$ cat config.mk
export PLATFORM = sky130hd
export DESIGN_NAME = regfile_trace_monitor
export DESIGN_NICKNAME = d
export VERILOG_FILES = /design/src/rtl/regfile_trace_monitor.sv
export SDC_FILE = /design/constraint.sdc
export NUM_CORES = 1
export LEC_CHECK = 0
export CAP_MARGIN = 20
export CORE_ASPECT_RATIO = 0.6
export CORE_MARGIN = 2
export CORE_UTILIZATION = 55
export DETAILED_ROUTE_END_ITERATION = 12
export GPL_TIMING_DRIVEN = 0
export PLACE_DENSITY = 0.74
export SLEW_MARGIN = 5
export SYNTH_ARGS = -nofsm -noshare
export SYNTH_HDL_FRONTEND = slang
export SYNTH_SLANG_ARGS = --single-unit
$ cat constraint.sdc
create_clock -name clk -period 6.2 [get_ports clk]
set_input_delay 0.93 -clock clk [delete_from_list [all_inputs] [get_ports clk]]
set_output_delay 0.93 -clock clk [all_outputs]
set_load 0.05 [all_outputs]
$ cat src/rtl/regfile_trace_monitor.sv
// regfile_trace_monitor
//   Snoops the WB-stage regfile write port. Writes to watched registers are
//   stamped with a free-running cycle count and pushed into a trace FIFO.
//   An optional data-match trigger captures a fixed number of further writes
//   and then freezes the trace. Entries drain over a valid/ready port.
// Ports
//   clk, rst                     clock, synchronous active-high reset
//   arm                          flush FIFO, clear overflow, start capture
//   trig_en/trig_reg/trig_val    data-match trigger setup
//   wr_en/wr_addr/wr_data        snooped regfile write port
//   out_valid/out_ready          FIFO head handshake (first-word fall-through)
//   out_cycle/out_addr/out_data  FIFO head entry (zero when empty)
//   count                        entries held
//   overflow                     sticky: a qualifying write was dropped
//   state                        0 IDLE, 1 CAPTURE, 2 POST, 3 FROZEN
//
// state   | meaning
// IDLE    | after reset, nothing captured until arm
// CAPTURE | capturing watched writes, looking for the trigger
// POST    | trigger seen, capturing post_cnt more writes
// FROZEN  | capture stopped, draining only
module regfile_trace_monitor #(
  parameter int                    DATA_W     = 32,
  parameter int                    ADDR_W     = 5,
  parameter int                    DEPTH      = 16,
  parameter int                    CYC_W      = 16,
  parameter logic [2**ADDR_W-1:0]  WATCH_MASK = 32'h03FF_FF00,
  parameter int                    POST_TRIG  = 4
) (
  input  logic                       clk,
  input  logic                       rst,
  input  logic                       arm,
  input  logic                       trig_en,
  input  logic [ADDR_W-1:0]          trig_reg,
  input  logic [DATA_W-1:0]          trig_val,
  input  logic                       wr_en,
  input  logic [ADDR_W-1:0]          wr_addr,
  input  logic [DATA_W-1:0]          wr_data,
  output logic                       out_valid,
  input  logic                       out_ready,
  output logic [CYC_W-1:0]           out_cycle,
  output logic [ADDR_W-1:0]          out_addr,
  output logic [DATA_W-1:0]          out_data,
  output logic [$clog2(DEPTH):0]     count,
  output logic                       overflow,
  output logic [1:0]                 state
);

  localparam int PTR_W = $clog2(DEPTH);
  localparam int CNT_W = PTR_W + 1;
  localparam int PT_W  = (POST_TRIG < 1) ? 1 : $clog2(POST_TRIG + 1);
  localparam int ENT_W = CYC_W + ADDR_W + DATA_W;

  typedef enum logic [1:0] {
    IDLE    = 2'd0,
    CAPTURE = 2'd1,
    POST    = 2'd2,
    FROZEN  = 2'd3
  } state_t;

  state_t            state_q, state_d;
  logic [PT_W-1:0]   post_cnt_q, post_cnt_d;
  logic [CYC_W-1:0]  cyc_q;
  logic [PTR_W-1:0]  wr_ptr_q, rd_ptr_q;
  logic [CNT_W-1:0]  cnt_q;
  logic              overflow_q;
  logic [ENT_W-1:0]  mem [DEPTH];

  logic qual, trig_hit, pop, push, drop;

  assign qual = wr_en && WATCH_MASK[wr_addr] && (wr_addr != '0) &&
                ((state_q == CAPTURE) || (state_q == POST));
  assign trig_hit = qual && trig_en && (wr_addr == trig_reg) && (wr_data == trig_val);
  assign pop  = (cnt_q != '0) && out_ready;
  // A full FIFO still accepts a push when the head leaves in the same cycle.
  assign push = qual && ((cnt_q < CNT_W'(DEPTH)) || pop);
  assign drop = qual && !push;

  always_ff @(posedge clk) begin
    if (rst) begin
      state_q    <= IDLE;
      post_cnt_q <= '0;
    end else begin
      state_q    <= state_d;
      post_cnt_q <= post_cnt_d;
    end
  end

  always_comb begin
    state_d    = state_q;
    post_cnt_d = post_cnt_q;
    case (state_q)
      IDLE: ;
      CAPTURE: begin
        if (trig_hit) begin
          post_cnt_d = PT_W'(POST_TRIG);
          state_d    = (POST_TRIG > 0) ? POST : FROZEN;
        end
      end
      POST: begin
        // Dropped writes still count towards the post-trigger window.
        if (qual) begin
          post_cnt_d = post_cnt_q - 1'b1;
          if (post_cnt_q == PT_W'(1)) state_d = FROZEN;
        end
      end
      FROZEN: ;
      default: state_d = IDLE;
    endcase
    if (arm) begin
      state_d    = CAPTURE;
      post_cnt_d = '0;
    end
  end

  always_ff @(posedge clk) begin
    if (rst) cyc_q <= '0;
    else     cyc_q <= cyc_q + 1'b1;
  end

  always_ff @(posedge clk) begin
    if (rst || arm) begin
      wr_ptr_q   <= '0;
      rd_ptr_q   <= '0;
      cnt_q      <= '0;
      overflow_q <= 1'b0;
    end else begin
      if (push) begin
        mem[wr_ptr_q] <= {cyc_q, wr_addr, wr_data};
        wr_ptr_q      <= wr_ptr_q + 1'b1;
      end
      if (pop) rd_ptr_q <= rd_ptr_q + 1'b1;
      if (push && !pop)      cnt_q <= cnt_q + 1'b1;
      else if (pop && !push) cnt_q <= cnt_q - 1'b1;
      if (drop) overflow_q <= 1'b1;
    end
  end

  logic [ENT_W-1:0] head;
  assign head      = (cnt_q != '0) ? mem[rd_ptr_q] : '0;
  assign out_valid = (cnt_q != '0);
  assign out_cycle = head[ENT_W-1 -: CYC_W];
  assign out_addr  = head[DATA_W +: ADDR_W];
  assign out_data  = head[DATA_W-1:0];
  assign count     = cnt_q;
  assign overflow  = overflow_q;
  assign state     = state_q;

endmodule

==> summary.md, run 1 <==
| Metric | Value |
|---|---|
| Synth-to-layout area growth | `18.10%` |
| WS Path Type | `reg2out` |
| NumNets Final | `approximately 1900` |
| Synth unique cells | `43` |
| EDFF count, synth | `848` |
| Reg area | `~26000 sq um` |
| Fin util | `65.36%` |
| CTS root buf | `clkbuf_16` |
| Max_cap viols | `0` |
| Syn_nets | `1604` |
| Via count | `around 17000` |
| Main combinational cell family by area after synthesis | `multiplexers` |
| Mapped Area | `34510 sq um` |
| CTS tree | `built` |
| Final hold vios | `0` |
| WP buf/inv | `4` |
| # setup viols final | `0` |
| Cell Int Power | `0.009523 W` |
| Cells after DPL | `around 2600` |
| Power Dens Cells | `~300 nW/um^2` |
| Post-Layout Cell Count | `2702` |
| Footprint of the multi-input gates | `7903 sq um` |
| Pre-CTS setup slack | `1.120 ns` |
| DR pass1 iterations | `6` |
| Clk_lat worst skew | `roughly 0.63 ns` |
| Hold WC Path Type | `reg2reg` |
| Num CTS Buffers | `79` |
| Register share of total power | `54.2%` |
| Clock power share | `40.4%` |
| PnR Total Power | `0.01209 W` |
| Worst EP arrival | `approximately 4.6 ns` |
| Switching Power | `0.002566 W` |
| Hold buffers post-CTS | `0` |
| Fin crit period | `5.544 ns` |
| Asr flop ratio synth | `0%` |
| Total grt overflow | `0` |
| Post-DP HPWL | `53410 um` |
| Worst-Margin Slew | `1.058 ns` |
| Vias in the first global route | `17160` |
| CP Cell Sequence | `clkbuf_1 > clkbuf_1 > clkbuf_1 > mux4_2 > mux4_2 > and2_1 > clkdlybuf4s50_1` |
| Final worst slack | `around 0.66 ns` |
| #FFs+latches synth | `887` |
| Area share of fa/ha/maj cells after synthesis | `0.5655%` |
| Setup Buffers After CTS | `0` |
| Critical path startpoint category | `flip-flop` |
| Worst r2r path cells | `10` |
| Max-slew violation count | `0` |
| RSZ-0062 raised after global routing | `no` |
| Cells after Synth | `1509` |
| CP Max Fanout | `10` |
| Placed cell area | `38180 sq um` |
| Logic pwr share | `5.4%` |
| Post-CTS sizing | `0` |
| Clk slew on worst S/H paths | `0.07 ns` |
| WL final | `83370 um` |
| CTS max path bufs | `3` |
| Largest stage delay, worst path | `0.75 ns` |
| Largest net degree at the start of global routing | `23` |
| Post-Route Skew | `0.02506 ns` |
| Static leakage | `approximately 12 nW` |
| Initial antenna violation count | `3` |
| Syn Area/Cell | `22.87 sq um` |
| CP top delay family | `buffers and inverters` |
| # fillers | `3884` |
| Initial Util | `55.34%` |
| GRT Util Overall | `between 20% and 30%` |
| Vias per cell | `6.346` |
| Commonest non-fill, non-tap cell in the layout | `edfxtp_1` |
| Drt drc | `0` |
| Die span in x | `327.4 um` |
| Post-route clock period utilization | `89.42%` |
| WHS Path Cells | `2` |
| DRT antenna net count | `0` |
| Xor and xnor area share after synthesis | `1.396%` |
| Worst path depth | `7` |
| First-pass GRT wire length | `120400 um` |
| PortBufs | `141` |
| Crit. End Element | `output pin` |
| Max-slew headroom | `29.45%` |
| I/O Pins | `142` |
| Outcome | `finished, final reports clean` |
| Die footprint | `64840 sq um` |
| RD Place Congestion | `~0.76` |
| Die Height | `~200 um` |
| Final instance area | `40760 sq um` |
| Critical Path Most Common Cell | `clkbuf_1` |
| Core area | `a little over 60000 sq um` |
| Most frequent cells in the layout | `848 x edfxtp_1, 253 x mux4_2, 141 x clkdlybuf4s50_1, 81 x clkbuf_16, 62 x clkbuf_1` |
| Standard-cell rows | `71` |
| Sw Ratio | `21.23%` |
| Share of layout cells above drive strength 1 | `about a quarter` |
| Dominant synthesized flop cell | `edfxtp_1` |
| Peak supply drop | `0.2270 mV` |
| CP max stage cell | `clkbuf_1` |
| Max Fclk | `180.4 MHz` |
| TritonCTS sink count | `a little under 900` |
| Warnings from Yosys | `0` |
| Compound-gate portion of the synthesized area | `0.5583%` |
| Post-Synth Simple-Gate Area | `2.578%` |
| Initial DRC count | `2409` |
| WL/cell | `30.85 um` |
| Sequential cell area fraction in the yosys report | `76.04%` |
| Post-synthesis mux area share | `17.48%` |
| Worst path required time | `5.27 ns` |
| H-Tree Depth | `3` |
-- cell usage after synthesis, types with 2 or more instances --
| master | number | area share [%] |
|---|---|---|
| mux2i_1 | 2 | 0.058 |
| nor4_1 | 3 | 0.054 |
| buf_4 | 3 | 0.065 |
| buf_6 | 17 | 0.55 |
| nand2b_1 | 3 | 0.054 |
| o21a_1 | 2 | 0.043 |
| mux4_2 | 253 | 17 |
| and3_1 | 2 | 0.036 |
| or3_1 | 7 | 0.13 |
| xnor2_1 | 41 | 1.0 |
| dfxtp_1 | 39 | 2.3 |
| a21oi_1 | 10 | 0.15 |
| nand2_1 | 15 | 0.16 |
| inv_1 | 12 | 0.13 |
| a32o_1 | 2 | 0.058 |
| clkbuf_1 | 42 | 0.46 |
| buf_1 | 5 | 0.054 |
| ha_1 | 14 | 0.51 |
| buf_2 | 5 | 0.072 |
| mux4_1 | 12 | 0.91 |
| edfxtp_1 | 848 | 74 |
| a211oi_1 | 2 | 0.043 |
| and2_1 | 54 | 0.98 |
| nor2b_1 | 5 | 0.091 |
| nor2_1 | 47 | 0.51 |
| nand3_1 | 11 | 0.16 |
| nand4_1 | 13 | 0.24 |
| xor2_1 | 14 | 0.36 |
| o21ai_0 | 6 | 0.087 |
| nor3_1 | 7 | 0.10 |
-- kinds of logic (layout without fill, tap and decap cells) --
logic type	count (synthesis)	after routing
AO/OA/AOI/OAI	30	30
other	0	2
AND/OR/NAND/NOR	170	170
multiplexers	267	267
adder cells (fa/ha/maj)	15	15
buffers and inverters	85	437
flip-flops	887	887
XOR/XNOR	55	55
-- worst min-delay path: cells and delay by family, from the launching register on --
family | cells | cell delay, ns
flip-flops | 1 | 0.30
AO/OA/AOI/OAI | 2 | 0.14
-- registers in the layout, indices dropped and copies added (netlist names), named ones only --
name,cells
cyc_q,16
overflow,1
rd_ptr_q,4
count,5
mem,848
post_cnt_q,3
wr_ptr_q,4
state,2
-- per-layer routing --
layer	global-route usage [%]	wire length, um	vias up
met1	38.35	33180	9133
li1	-	-	6917
met4	7.560	2017	0
met5	0	0	-
met2	41.56	40220	965
met3	5.059	7945	132
-- layout make-up --
cell class	count	area share, %
antenna	2	0.01228
buffer	73	1.056
clock buffer	107	5.360
clock inverter	39	0.9025
inverter	12	0.1105
multi-input combinational	537	19.39
sequential	887	64.39
tap	839	2.576
timing repair buffer	206	6.204
-- power groups by stage --
stage	Combinational [W]	Clock [W]	Sequential [W]
after floorplan	0.000352	0	0.00668
after global placement	0.000644	0	0.00668
after detailed placement	0.000655	0	0.00668
after CTS	0.000660	0.00493	0.00655
after global routing	0.000687	0.00516	0.00655
final	0.000655	0.00488	0.00655
-- per-stage QoR --
stage                     TNS [ns]  hold WS (ns)
after floorplan                  0        0.4591
after global placement    -2608.58        0.4666
after detailed placement         0        0.4837
after CTS                        0        0.4917
after global routing             0        0.5137
final                            0        0.4899
-- path summary, 6_finish.rpt --
check         startpoint          end  slack [ns]
max            flip-flop  out_data[0]        0.66
min          rd_ptr_q[3]    flip-flop        0.49
max reg2reg     state[0]    mem[3][3]        2.36
min reg2reg  rd_ptr_q[3]    flip-flop        0.49
Power figures use the tool's default switching activity.
==> run 2: changes to the inputs <==
--- a/config.mk
+++ b/config.mk
@@ -11,6 +11,7 @@
 export CORE_UTILIZATION = 55
 export DETAILED_ROUTE_END_ITERATION = 12
 export GPL_TIMING_DRIVEN = 0
+export HOLD_SLACK_MARGIN = 0.08
 export PLACE_DENSITY = 0.74
 export SLEW_MARGIN = 5
 export SYNTH_ARGS = -nofsm -noshare
==> results of run 2 <==
Final layout, timing and power as in run 1 (identical DEF).
